$ cat src/rtl/secded_inv_pkg.sv
// Shared constants and types for the inverted Hsiao SECDED(39,32) integrity codec.
package secded_inv_pkg;

   typedef logic [6:0]  syndrome_t;
   typedef logic [38:0] codeword_t;

   localparam logic [31:0] M0 = 32'h2606BD25;
   localparam logic [31:0] M1 = 32'hDEBA8050;
   localparam logic [31:0] M2 = 32'h413D89AA;
   localparam logic [31:0] M3 = 32'h31234ED1;
   localparam logic [31:0] M4 = 32'hC2C1323B;
   localparam logic [31:0] M5 = 32'h2DCC624C;
   localparam logic [31:0] M6 = 32'h98505586;

   localparam logic [6:0][31:0] MASKS = {M6, M5, M4, M3, M2, M1, M0};

   // Check bits 33, 35 and 37 are inverted so an all-zero bus word is not a valid codeword.
   localparam codeword_t INV_MASK = 39'h2A_0000_0000;

   function automatic syndrome_t column(input logic [4:0] j);
      syndrome_t col;
      col = '0;
      for (int i = 0; i < 7; i++) col[i] = MASKS[i][j];
      return col;
   endfunction

endpackage

$ cat src/rtl/secded_inv_39_32_enc_core.sv
// Combinational generator of the 7 raw (non-inverted) check bits for a 32-bit word.
module secded_inv_39_32_enc_core
   import secded_inv_pkg::*;
(
   input  logic [31:0] data,
   output syndrome_t   raw
);

   always_comb begin
      raw = '0;
      for (int i = 0; i < 7; i++) raw[i] = ^(data & MASKS[i]);
   end

endmodule

$ cat src/rtl/secded_inv_39_32_codec.sv
// Inverted SECDED(39,32) codec: combinational encoder plus a one-stage registered checker
// with single-error correction, sticky uncorrectable-error alert and saturating counters.
module secded_inv_39_32_codec
   import secded_inv_pkg::*;
#(
   parameter codeword_t InvMask  = INV_MASK,
   parameter int        CntWidth = 8
) (
   input  logic                clk_i,
   input  logic                rst_i,
   input  logic [31:0]         enc_data_i,
   output logic [38:0]         enc_o,
   input  logic                chk_valid_i,
   input  logic [31:0]         chk_data_i,
   input  logic [6:0]          chk_intg_i,
   output logic                chk_valid_o,
   output logic [31:0]         chk_data_o,
   output logic [6:0]          syndrome_o,
   output logic                err_single_o,
   output logic                err_double_o,
   output logic                alert_o,
   input  logic                clr_alert_i,
   output logic [CntWidth-1:0] single_cnt_o,
   output logic [CntWidth-1:0] double_cnt_o
);

   syndrome_t   raw_enc;
   syndrome_t   raw_chk;
   syndrome_t   syn;
   codeword_t   w;
   logic [31:0] flip;
   logic [31:0] corr;
   logic        single_c;
   logic        double_c;

   logic        valid_q;
   logic [31:0] data_q;
   syndrome_t   syn_q;
   logic        single_q;
   logic        double_q;
   logic        alert_q;
   logic [CntWidth-1:0] single_cnt_q;
   logic [CntWidth-1:0] double_cnt_q;

   secded_inv_39_32_enc_core u_enc (
      .data (enc_data_i),
      .raw  (raw_enc)
   );

   assign enc_o = {raw_enc, enc_data_i} ^ InvMask;

   assign w = {chk_intg_i, chk_data_i} ^ InvMask;

   secded_inv_39_32_enc_core u_chk (
      .data (w[31:0]),
      .raw  (raw_chk)
   );

   assign syn = raw_chk ^ w[38:32];

   // Odd syndromes that match neither a data column nor a single check bit are uncorrectable.
   always_comb begin
      flip = '0;
      for (int j = 0; j < 32; j++) flip[j] = (syn == column(5'(j)));
      corr     = w[31:0] ^ flip;
      single_c = (^syn) && ((|flip) || ((syn & (syn - 7'd1)) == 7'd0));
      double_c = (syn != 7'd0) && !single_c;
   end

   always_ff @(posedge clk_i) begin
      if (rst_i) begin
         valid_q      <= 1'b0;
         data_q       <= '0;
         syn_q        <= '0;
         single_q     <= 1'b0;
         double_q     <= 1'b0;
         alert_q      <= 1'b0;
         single_cnt_q <= '0;
         double_cnt_q <= '0;
      end else begin
         valid_q <= chk_valid_i;
         if (chk_valid_i) begin
            data_q   <= corr;
            syn_q    <= syn;
            single_q <= single_c;
            double_q <= double_c;
            if (single_c && (single_cnt_q != '1)) single_cnt_q <= single_cnt_q + CntWidth'(1);
            if (double_c && (double_cnt_q != '1)) double_cnt_q <= double_cnt_q + CntWidth'(1);
         end
         // Setting takes priority over a simultaneous clear.
         if (valid_q && double_q)  alert_q <= 1'b1;
         else if (clr_alert_i)     alert_q <= 1'b0;
      end
   end

   assign chk_valid_o  = valid_q;
   assign chk_data_o   = data_q;
   assign syndrome_o   = syn_q;
   assign err_single_o = valid_q & single_q;
   assign err_double_o = valid_q & double_q;
   assign alert_o      = alert_q;
   assign single_cnt_o = single_cnt_q;
   assign double_cnt_o = double_cnt_q;

endmodule

$ cat config.mk
export PLATFORM = sky130hd
export DESIGN_NAME = secded_inv_39_32_codec
export DESIGN_NICKNAME = d
export VERILOG_FILES = /design/src/rtl/secded_inv_pkg.sv /design/src/rtl/secded_inv_39_32_enc_core.sv /design/src/rtl/secded_inv_39_32_codec.sv
export SDC_FILE = /design/constraint.sdc
export NUM_CORES = 1
export LEC_CHECK = 0
export CAP_MARGIN = 20
export CORE_MARGIN = 4
export CORE_UTILIZATION = 46
export CTS_CLUSTER_SIZE = 8
export DETAILED_ROUTE_END_ITERATION = 16
export PLACE_DENSITY = 0.82
export SLEW_MARGIN = 40
export SYNTH_ARGS = -nofsm -noshare
export SYNTH_HDL_FRONTEND = slang
export SYNTH_SLANG_ARGS = --single-unit
$ cat constraint.sdc
create_clock -name clk_i -period 4.6 [get_ports clk_i]
set_input_delay 0.69 -clock clk_i [delete_from_list [all_inputs] [get_ports clk_i]]
set_output_delay 0.69 -clock clk_i [all_outputs]
set_load 0.02 [all_outputs]
### Word level (Yosys, flattened, before mapping)

Cells that the tools add are included.

* bits in registers: 59
* input port bits: 75
* output and inout bits: 98
* word-level logic and storage cells: 82

* add/subtract/negate cells: 3
* equal/unequal tests: 34
* multiplexer cells: 2
* bitwise logic cells: 7
* reductions and logical operators: 28

Operators by type and width (number)
* $reduce_xor 32->1: 14
* $eq 7x7->1 const B: 12
* $eq 7x6->1 const B: 10
* $eq 7x5->1 const B: 6
* $reduce_or 32->1: 1
* $xor 32x32->32: 1
* $eq 7x4->1 const B: 3
* $add 8x1->8 const B: 2
* $ne 8x8->1 const B: 2
* $and 7x7->7: 1
* $eq 7x3->1 const B: 1
* $logic_not 7->1: 1
* $reduce_bool 7->1: 1
* $reduce_xor 7->1: 1
* $sub 7x1->7 const B: 1
* $xor 7x7->7: 1
* $not 3->3: 2
* $logic_and 1x1->1: 5
* $reduce_and 2->1: 2
* $and 1x1->1: 2
* $mux 1: 2
* $reduce_bool 2->1: 1
* $logic_not 1->1: 1
* $logic_or 1x1->1: 1

### Logic depth before layout (Yosys ltp)

Gate-level depths: netlist (run 1).

* depth after elaboration: 11
* mapped depth: 16
* gate-level depth less buffers: 13

### Hierarchy

From an unflattened synthesis (run 1), not the netlist that was laid out.

* cells, all modules: 557
* area, all modules: 4971.0 um^2

By module, submodules not included
* secded_inv_39_32_codec: instances 1, cells an instance 447, area an instance 3617.2 um^2, sequential area each 1181.1 um^2
* secded_inv_39_32_enc_core: instances 2, cells an instance 55, area an instance 676.9 um^2, sequential area each 0.0 um^2

### Worst setup path after synthesis (run 1)

OpenSTA, ideal clock, no wires.

* path kind: input to register
* from: input chk_data_i[0]
* to: register double_cnt_q[7], in the netlist double_cnt_o[7]
* setup time: 121 ps
* arrival: 3812 ps
* data required time: 4479 ps
* path slack: 668 ps
* stages: 14
* path buffers: 2
* cell sequence: xnor3_1 xor2_1 xnor2_1 inv_1 ha_1 clkbuf_1 nand3_2 nand2_1 a32o_1 a2111o_1 o21a_1 buf_6 nor4_1 mux2_2

* cells in the longest elaborated chain, start to end: 11
* elaborated cells between the ends (all ways): 48
* classes of those cells: add/sub (1); eq/ne (32); bitwise (2); reduce/logical (13)

Ends and longest elaborated chain
* from (decl): line secded_inv_39_32_codec.sv:14 `input logic [31:0] chk_data_i,`
* $reduce_xor 32->1 (*): line secded_inv_39_32_enc_core.sv:11 `for (int i = 0; i < 7; i++) raw[i] = ^(data & MASKS[i]);`
* $xor 7x7->7 (*): line secded_inv_39_32_codec.sv:59 `assign syn = raw_chk ^ w[38:32];`
* net syn[0]: line secded_inv_39_32_codec.sv:29 `syndrome_t syn;`
* $sub 7x1->7: line secded_inv_39_32_codec.sv:66 `single_c = (^syn) && ((|flip) || ((syn & (syn - 7'd1)) == 7'd0));`
* $and 7x7->7: line secded_inv_39_32_codec.sv:66
* $logic_not 7->1: line secded_inv_39_32_codec.sv:66
* $logic_or 1x1->1: line secded_inv_39_32_codec.sv:66
* $logic_and 1x1->1: line secded_inv_39_32_codec.sv:66
* $logic_not 1->1: line secded_inv_39_32_codec.sv:67 `double_c = (syn != 7'd0) && !single_c;`
* $logic_and 1x1->1 (*): line secded_inv_39_32_codec.sv:67
* $logic_and 1x1->1 (*): line secded_inv_39_32_codec.sv:88 `if (double_c && (double_cnt_q != '1)) double_cnt_q <= double_cnt_q + CntWidth'(1);`
* $reduce_and 2->1 (no line) (*)
* to (signal assigned): line secded_inv_39_32_codec.sv:88
* to (decl): line secded_inv_39_32_codec.sv:43 `logic [CntWidth-1:0] double_cnt_q;`

Mark *: on every way through the listed nets, which the timed path passes. The rest lies on a longest branch.
A chain may end at the register's enable or synchronous reset.

### Worst setup path after layout (run 1)

* from: input chk_data_i[5]
* to: register single_cnt_q[5], in the netlist single_cnt_o[5]

* cells in the longest elaborated chain, start to end: 9
* elaborated cells between the ends (all ways): 45
* classes of those cells: add/sub (1); eq/ne (32); bitwise (2); reduce/logical (10)

Ends and longest elaborated chain
* $reduce_xor 32->1: line secded_inv_39_32_enc_core.sv:11
* $xor 7x7->7 (*): line secded_inv_39_32_codec.sv:59
* $sub 7x1->7: line secded_inv_39_32_codec.sv:66
* $and 7x7->7: line secded_inv_39_32_codec.sv:66
* $logic_not 7->1: line secded_inv_39_32_codec.sv:66
* $logic_or 1x1->1: line secded_inv_39_32_codec.sv:66
* $logic_and 1x1->1 (*): line secded_inv_39_32_codec.sv:66
* $logic_and 1x1->1 (*): line secded_inv_39_32_codec.sv:87 `if (single_c && (single_cnt_q != '1)) single_cnt_q <= single_cnt_q + CntWidth'(1);`
* $reduce_and 2->1 (no line) (*)
* to (signal assigned): line secded_inv_39_32_codec.sv:87
* to (decl): line secded_inv_39_32_codec.sv:42 `logic [CntWidth-1:0] single_cnt_q;`

Every way passes the cells marked *; elsewhere a longest branch is shown, timed or not.

==> impl_metrics.toml, run 1 <==
[pwr]
leakagePower_nw = 2.60
vdd_drop_max_uv = 317
total_power_mw = 3.62
powerDensity_nw_per_um2 = 520

[clocking]
cts_root_buf = "clkbuf_8"
htreeDepth = 3
clockBufferDepth = 2
worstSkewPairLatency_ps = 330
cts_sinks = 59
cts-buffers-inserted = 9
cts_tree = "done"
hold_buffers = 0
path_clk_slew_ps = 60

[global_routing]
track_usage_pct = 24.3
grt_pass1_wl_um = 24600
antenna_found_initial = 0
grt_start_max_net_pins = 67
overflow = 0
grt_pass1_vias = 4740

[finish]
multi_input_area_um2 = 3350
drive_gt1_share_pct = 10.3
fillers = 869
regArea_um2 = 1180
diodes = 0
syn_to_final_growth_pct = 41.8
nNetsFinal = 815

[placed_design]
portBuffers = 172
gp_congestion = 0.990
dp_hpwl_um = 12800

[detailed_routing]
via_per_inst = 5.47
ant_nets = 0
first_iter_violations = 392
drc_errors = 0
routed_wl_um = 15600
avgRoutedWirePerCell_um = 17.9
first_pass_iters = 5
num_vias = 4770

[synthesis]
ys_warn_count = 0
synth-seq-area-share_pct = 24.0
synthArstFlopShare_pct = 0
synth.most_common_cell = "xnor2_1"
ys_types = 56
synth_edf_count = 0
synth_area_leaders = "dfxtp_1 (24%), xnor2_1 (20%), xnor3_1 (5.5%)"
syn_avg_cell_area_um2 = 8.69
synth_top_area_share_pct = 24.0
synth-seq-cells = 59
netlist_area_um2 = 4920
syn_inst = 566
synth_common_cells = "xnor2_1 (110), dfxtp_1 (59), nor2_1 (56), buf_4 (33), xor2_1 (29)"
syn-num-nets = 648
synth_ff_type = "dfxtp_1"
yosys.area.top_type = "dfxtp_1"

[worst_setup_path]
crit_chain = "clkdlybuf4s50_1 > xnor3_1 > xnor3_2 > xnor3_1 > nor2_1 > o21ai_0 > a2111oi_1 > a2111o_1 > o21ai_1 > buf_4 > nor3_1 > mux2_2"
rr_startpoint = "double_cnt_o[0]$_SDFFE_PP0P_"
worstSetupPathType = "in2reg"
crit_required_ps = 4830
worstPathArrival_ps = 4550
cp_max_fo = 8
critPathSlowestCell = "clkdlybuf4s50_1"
max_stage_delay_ps = 570
critPathCaptureType = "register"
cp_common_cell = "xnor3_1"
crit_start = "chk_data_i[5]"
cp-start-kind = "input port"

[floorplanning]
die_x_um = 111
die_y_um = 111
die_area_um2 = 12400
num_io_pins = 173
core_area_um2 = 10400
row_count = 37
initial_utilization_pct = 47.4

[sta]
skew_ps = 3.84
setup_viol = 0
rsz0062_at_grt = "false"
worst_pin_slew_ps = 656
timing_max_transition_violations_final = 0
finalCritPeriodShare_pct = 94.1
final_hold_viol_count = 0
finalCriticalPeriod_ps = 4330
timing.slew.headroom_pct = 56.3
timing.fmax_mhz = 231
tns_ps = 0

[min_path]
min-delay-start = "chk_data_o[30]$_SDFFE_PP0P_"
hp-class = "reg2reg"

[job]
drv_cap = 0

[outcome]
outcome = "completed"
[through the flow]
stage / util [%] / worst slack, ps / hold WS [ps] / instances / instance area, um^2
3_5_place_dp: 65.2 / -100 / 480 / 858 / 6770
4_1_cts: 67.2 / 239 / 489 / 872 / 6970
2_1_floorplan: - / 668 / 452 / 566 / 4920
6_report: 67.2 / 271 / 483 / 872 / 6970
3_3_place_gp: 65.2 / -83.6 / 466 / 858 / 6760
5_1_grt: 67.2 / 47.1 / 500 / 872 / 6970
[report_power, final]
group	switching (mW)	total [mW]	internal (mW)
clock	0.196	0.484	0.288
sequential	0.0381	0.606	0.567
combinational	1.41	2.54	1.12
total	1.64	3.62	1.98
[cell usage in the layout (no fill, tap or decap), types with 17 or more instances in the layout]
cell type | Yosys | routed
nand2_1 | 20 | 20
or3_1 | 21 | 21
xor2_1 | 29 | 29
nand3_1 | 21 | 21
nor2_1 | 56 | 55
a211oi_1 | 17 | 17
dfxtp_1 | 59 | 59
a311oi_1 | 19 | 19
o21ai_0 | 23 | 23
xnor2_1 | 110 | 110
buf_4 | 33 | 44
clkdlybuf4s50_1 | 0 | 170
[cell type report]
| class | instances | area share (%) |
|---|---|---|
| clock buffer | 12 | 2.37 |
| clock inverter | 2 | 0.503 |
| sequential | 59 | 16.9 |
| timing repair buffer | 215 | 29.2 |
| tap | 136 | 2.44 |
| inverter | 7 | 0.377 |
| multi-input combinational | 441 | 48.1 |
[state kept, by name, summed over array words and instances, names as in the netlist]
| register | cells |
|---|---|
| single_q | 1 |
| single_cnt_o | 8 |
| chk_data_o | 32 |
| double_cnt_o | 8 |
| chk_valid_o | 1 |
| syndrome_o | 7 |
| alert_o | 1 |
| double_q | 1 |
[critical path: cells and delay by family]
family	cells	cell delay, ps
mux	1	360
xor+xnor	3	1200
buf+inv	2	730
simple gates	2	650
compound gates	4	920
[timing repair]
| item | 4_1_cts | 5_1_grt |
|---|---|---|
| buffers inserted | 0 | 0 |
| setup endpoints to repair | 0 | 13 |
| resized for setup | 0 | 2 |
[routing by layer]
layer / vias to the layer above / routed length [um] / global-route usage, %
li1: 2300 / - / -
met1: 2217 / 6190 / 28.5
met2: 224 / 7830 / 43.5
met3: 29 / 1190 / 5.98
met4: 0 / 401 / 8.03
met5: - / 0 / 0
[path summary, 6_finish.rpt]
| path | slack, ps | depth (start not counted) | end |
|---|---|---|---|
| setup / recovery | 270 | 12 | single_cnt_o[5]$_SDFFE_PP0P_ |
| setup reg to reg | 2670 | 5 | double_cnt_o[7]$_SDFFE_PP0P_ |
| hold / removal | 480 | 2 | chk_data_o[30]$_SDFFE_PP0P_ |
| hold reg to reg | 480 | 2 | chk_data_o[30]$_SDFFE_PP0P_ |
[kinds of logic after synthesis]
family                   synth area share (%)
AO/OA/AOI/OAI                            13.3
XOR/XNOR                                 32.7
adder cells (fa/ha/maj)                  1.99
buffers and inverters                    7.81
flip-flops                               24.0
multiplexers                             2.80
AND/OR/NAND/NOR                          17.4
(Power assumes the default switching activity.)
==> run 2, diff against run 1 <==
--- a/config.mk
+++ b/config.mk
@@ -6,7 +6,7 @@
 export NUM_CORES = 1
 export LEC_CHECK = 0
 export CAP_MARGIN = 20
-export CORE_MARGIN = 4
+export CORE_MARGIN = 2
 export CORE_UTILIZATION = 46
 export CTS_CLUSTER_SIZE = 8
 export DETAILED_ROUTE_END_ITERATION = 16
==> run 2 against run 1 <==
  * Utilization down 0.27 points
  * Sequential power about the same
  * Combinational power about the same
  * Flip-flop and latch count unchanged
  * Worst setup slack worse by 51 ps
  * Total power down 2.2%
  * Register-to-register slack worse by 20 ps
  * Die area down 7.1%
  * Final cell count up 0.11%
  * Global-route usage up 2.0 points
  * Worst hold slack worse by 3.3 ps
  * Sequential share of layout area up 0.067 points
==> impl_metrics.toml, run 2 (synthesis gave the netlist of run 1 again) <==
[worst_setup_path]
critPathCaptureType = "register"
worstSetupPathType = "in2reg"
cp_max_fo = 8
critPathSlowestCell = "xnor3_1"
crit_chain = "clkdlybuf4s50_1 > xnor2_1 > xor2_1 > xnor3_1 > nor2_2 > o21ai_0 > a2111oi_0 > a2111o_1 > o21ai_1 > buf_4 > nor3_1 > mux2_2"
max_stage_delay_ps = 630
crit_buf_inv = 2
crit_required_ps = 4820
rr_worst_depth = 5
cp_top_family = "XOR/XNOR gates"
cp-start-kind = "input port"
worst-r2r-setup-slack_ps = 2650
r2r-end = "double_cnt_o[7]$_SDFFE_PP0P_"
rr_startpoint = "double_cnt_o[0]$_SDFFE_PP0P_"
worstPathArrival_ps = 4600

[placed_design]
dp_hpwl_um = 12400
dp_slack_ps = -145
post-place-cells = 859
portBuffers = 172
gp_congestion = 0.941

[finish]
fillers = 841
layout_common_cells = "clkdlybuf4s50_1 (170), xnor2_1 (110), dfxtp_1 (59)"
diodes = 0
largest_register_ffs = 32
final_common_cell = "clkdlybuf4s50_1"
syn_to_final_growth_pct = 41.2
final_util_pct = 66.9
nNetsFinal = 816
layout.cells.non_filler = 873
drive_gt1_share_pct = 10.4

[global_routing]
antenna_found_initial = 0
track_usage_pct = 26.4
overflow = 0
grt_pass1_vias = 4636
grt_pass1_wl_um = 23700
grt_start_max_net_pins = 67

[sta]
skew_ps = 5.31
rsz0062_at_grt = "false"
timing_max_transition_violations_final = 0
tns_ps = 0
final_hold_viol_count = 0
finalCritPeriodShare_pct = 95.2
timing.fmax_mhz = 228
setup_viol = 0
finalCriticalPeriod_ps = 4380
timing.slew.headroom_pct = 55.6
fin_ws_ps = 220
worst_pin_slew_ps = 666

[min_path]
hold_end = "chk_data_o[30]$_SDFFE_PP0P_"
min-delay-start = "chk_data_o[30]$_SDFFE_PP0P_"
hp-class = "reg2reg"
worstHoldPathCells = 2

[pwr]
p_clk_share_pct = 11.7
p_comb_share_pct = 71.2
power.share.sequential_pct = 17.1
switchingPower_mw = 1.63
intPower_mw = 1.92
leakagePower_nw = 2.59
vdd_drop_max_uv = 291
total_power_mw = 3.55
swShare_pct = 45.9
powerDensity_nw_per_um2 = 511

[clocking]
htreeDepth = 3
clockBufferDepth = 2
cts_sinks = 59
hold_buffers = 0
cts-buffers-inserted = 9
worstSkewPairLatency_ps = 330
cts_tree = "done"
cts_root_buf = "clkbuf_8"
post_cts_buffers = 0
path_clk_slew_ps = 60

[detailed_routing]
drc_errors = 0
avgRoutedWirePerCell_um = 17.4
first_pass_iters = 5
via_per_inst = 5.52
ant_nets = 0
first_iter_violations = 375
routed_wl_um = 15200
num_vias = 4822

[job]
drv_cap = 0

[floorplanning]
die_x_um = 107
initial_utilization_pct = 47.4
die_y_um = 107
row_count = 37
num_io_pins = 173
die_area_um2 = 11500
core_area_um2 = 10400

[outcome]
outcome = "completed"
[run 2: tightest hold or removal path, delay by kind of cell, from the launching register on]
family,cells,cell delay [ps]
DFF,1,310
and+or+nand+nor,1,80
AOI/OAI and AO/OA,1,50
[run 2: worst max path at each step]
stage | startpoint | to | cells after the start
after global routing | chk_data_i[19] | single_cnt_o[6]$_SDFFE_PP0P_ | 12
after global placement | chk_data_i[4] | single_cnt_o[3]$_SDFFE_PP0P_ | 12
after detailed placement | chk_data_i[4] | single_cnt_o[3]$_SDFFE_PP0P_ | 12
after CTS | chk_data_i[4] | single_cnt_o[3]$_SDFFE_PP0P_ | 12
final | chk_data_i[19] | single_cnt_o[3]$_SDFFE_PP0P_ | 12
after floorplan | chk_data_i[0] | double_cnt_o[7]$_SDFFE_PP0P_ | 14
[run 2: timing repair]
action / CTS / global route
setup endpoints to repair: 0 / 10
hold endpoints to repair: 0 / 0
gates resized for setup: 0 / 1
[run 2: final cells by class]
| type | count | area [um^2] | share of cell area [%] |
|---|---|---|---|
| flip-flops and latches | 59 | 1180 | 17.0 |
| clock buffers | 11 | 151 | 2.18 |
| well taps | 136 | 170 | 2.45 |
| inverters | 7 | 26.3 | 0.379 |
| clock inverters | 3 | 15.0 | 0.216 |
| multi-input cells | 441 | 3350 | 48.3 |
| repair buffers | 216 | 2040 | 29.5 |
[run 2: metrics by stage]
stage                     hold WS, ps  area, um^2
after global placement            464        6770
final                             480        6940
after detailed placement          474        6770
after CTS                         486        6940
after global routing              497        6940
after floorplan                   452        4920
[run 2: per-layer routing]
layer | wire length, um | vias up | GRT usage [%] | part of all wire (%)
met5 | 0 | - | 0 | 0
met4 | 559 | 0 | 11.3 | 3.7
met3 | 1060 | 39 | 5.51 | 7.0
met2 | 7500 | 233 | 44.9 | 49
met1 | 6060 | 2258 | 32.1 | 40
li1 | - | 2292 | - | -
[run 2: power by group through the flow]
stage | clock network, mW | registers (mW) | logic, mW
finish | 0.416 | 0.607 | 2.52
global route | 0.444 | 0.612 | 2.71
CTS | 0.421 | 0.607 | 2.49
detailed placement | 0 | 0.618 | 2.48
global placement | 0 | 0.614 | 2.47
floorplan | 0 | 0.668 | 1.52
==> run 3, diff against run 2 <==
--- a/config.mk
+++ b/config.mk
@@ -6,7 +6,6 @@
 export NUM_CORES = 1
 export LEC_CHECK = 0
 export CAP_MARGIN = 20
-export CORE_MARGIN = 2
 export CORE_UTILIZATION = 46
 export CTS_CLUSTER_SIZE = 8
 export DETAILED_ROUTE_END_ITERATION = 16
==> run 3 against run 2 <==
  * Total power grew 1.8%
  * Global-route usage grew 0.86 points
  * Count of clock-buffer cells in the layout is the same
  * Via count shrank 0.56%
  * Highest routed layer unchanged
  * Clock power grew 26%
  * Die area shrank 3.7%
  * Critical path type unchanged
  * Worst hold slack gained 2.7 ps
  * Combinational power shrank 2%
  * Sequential share of layout area shrank 0.14 points
  * Utilization grew 0.87 points
  * Worst setup slack gained 65 ps
  * Wire length shrank 2.2%
==> impl_metrics.toml, run 3 (synthesis gave the netlist of run 1 again) <==
[worst_setup_path]
crit_required_ps = 4800
cp_top_family = "XOR/XNOR gates"
cp-start-kind = "input port"
critPathCaptureType = "register"
crit_chain = "clkdlybuf4s50_1 > xnor2_1 > xor2_1 > xnor3_1 > nor2_2 > o21ai_0 > a2111oi_1 > a2111o_1 > o21a_1 > buf_4 > and4b_1 > a211oi_1"
crit_buf_inv = 2
worstPathArrival_ps = 4510
cp_max_fo = 11
max_stage_delay_ps = 640
worstSetupPathType = "in2reg"
critPathSlowestCell = "xnor3_1"

[job]
drv_cap = 0

[pwr]
swShare_pct = 44.6
switchingPower_mw = 1.61
vdd_drop_max_uv = 438
powerDensity_nw_per_um2 = 515
intPower_mw = 2.00
p_clk_share_pct = 14.5
p_comb_share_pct = 68.7
leakagePower_nw = 2.61
total_power_mw = 3.61
power.share.sequential_pct = 16.8

[detailed_routing]
top_layer = "met4"
via_per_inst = 5.48
wl_met3_um = 977
ant_nets = 0
first_pass_iters = 5
avgRoutedWirePerCell_um = 17.0
wl_met2_um = 7530
first_iter_violations = 243
wl_met1_um = 5960
routed_wl_um = 14900
num_vias = 4795
drc_errors = 0

[min_path]
hp-class = "reg2reg"

[sta]
finalCriticalPeriod_ps = 4320
fin_ws_ps = 284
timing_max_transition_violations_final = 0
final_hold_viol_count = 0
finalCritPeriodShare_pct = 93.8
setup_viol = 0
skew_ps = 8.53
worst_pin_slew_ps = 673
tns_ps = 0
timing.slew.headroom_pct = 55.1
rsz0062_at_grt = "false"
timing.fmax_mhz = 232

[global_routing]
grt_start_max_net_pins = 67
grt_pass1_wl_um = 23500
antenna_found_initial = 0
track_usage_pct = 27.2
overflow = 0
grt_pass1_vias = 4634

[floorplanning]
die_area_um2 = 11100
num_io_pins = 173
die_y_um = 105
core_area_um2 = 10300
row_count = 37
initial_utilization_pct = 47.6
die_x_um = 105

[finish]
fillers = 819
drive_gt1_share_pct = 10.6
final_common_cell = "clkdlybuf4s50_1"
layout_common_cells = "clkdlybuf4s50_1 (170), xnor2_1 (110), dfxtp_1 (59)"
largest_register_ffs = 32
layout.cells.non_filler = 875
nNetsFinal = 817
diodes = 0
fin_area_um2 = 7000
syn_to_final_growth_pct = 42.4

[clocking]
clockBufferDepth = 2
path_clk_slew_ps = 70
cts_tree = "done"
cts_root_buf = "clkbuf_8"
post_cts_buffers = 0
cts_sinks = 59
hold_buffers = 0
htreeDepth = 3
worstSkewPairLatency_ps = 340
cts-buffers-inserted = 9

[outcome]
outcome = "completed"

[placed_design]
post-place-cells = 860
dp_hpwl_um = 12100
dp_slack_ps = -129
gp_congestion = 0.882
place_area_um2 = 6780
portBuffers = 172
==> run 3: cell type report <==
cell class,count,area [um^2],share of cell area [%]
clock buffer,11,141,2.02
clock inverter,4,75.1,1.07
inverter,7,26.3,0.375
multi-input combinational,441,3350,47.9
sequential,59,1180,16.9
tap,136,170,2.43
timing repair buffer,217,2050,29.3
==> run 3: repair_timing <==
action / CTS / global route
endpoints found under the setup margin: 0 / 12
hold endpoints to repair: 0 / 0
resized for setup: 0 / 2
==> run 3: worst register-to-register path, stage by stage, from the launching register on <==
cell and delay [ps]:
dfxtp_1 370, ha_1 260, and3_1 210, a31o_2 330
nor4_1 300, mux2_2 360
==> run 3: metrics by stage <==
step	hold slack (ps)	utilization [%]
final	482	67.8
after floorplan	452	-
after global placement	466	65.7
after global routing	502	67.8
after detailed placement	476	65.7
after CTS	485	67.8
==> run 3: routing by layer <==
metal  GRT usage, %  up-vias
li1               -     2298
met1           32.5     2231
met2           48.8      236
met3           4.33       30
met4           10.4        0
met5              0        -
==> run 3: path summary, 6_finish.rpt <==
kind                                start                      endpoint  slack, ps  depth (start not counted)
max                        chk_data_i[18]  single_cnt_o[6]$_SDFFE_PP0P_        280                         12
max reg2reg  double_cnt_o[0]$_SDFFE_PP0P_  double_cnt_o[7]$_SDFFE_PP0P_       2660                          5
min reg2reg   chk_data_o[10]$_SDFFE_PP0P_   chk_data_o[10]$_SDFFE_PP0P_        480                          2
min           chk_data_o[10]$_SDFFE_PP0P_   chk_data_o[10]$_SDFFE_PP0P_        480                          2
==> run 3: power by group through the flow <==
stage / clock [mW] / sequential, mW / combinational (mW)
global route: 0.555 / 0.613 / 2.67
finish: 0.523 / 0.606 / 2.48
CTS: 0.530 / 0.606 / 2.45
global placement: 0 / 0.615 / 2.43
detailed placement: 0 / 0.618 / 2.44
floorplan: 0 / 0.668 / 1.52
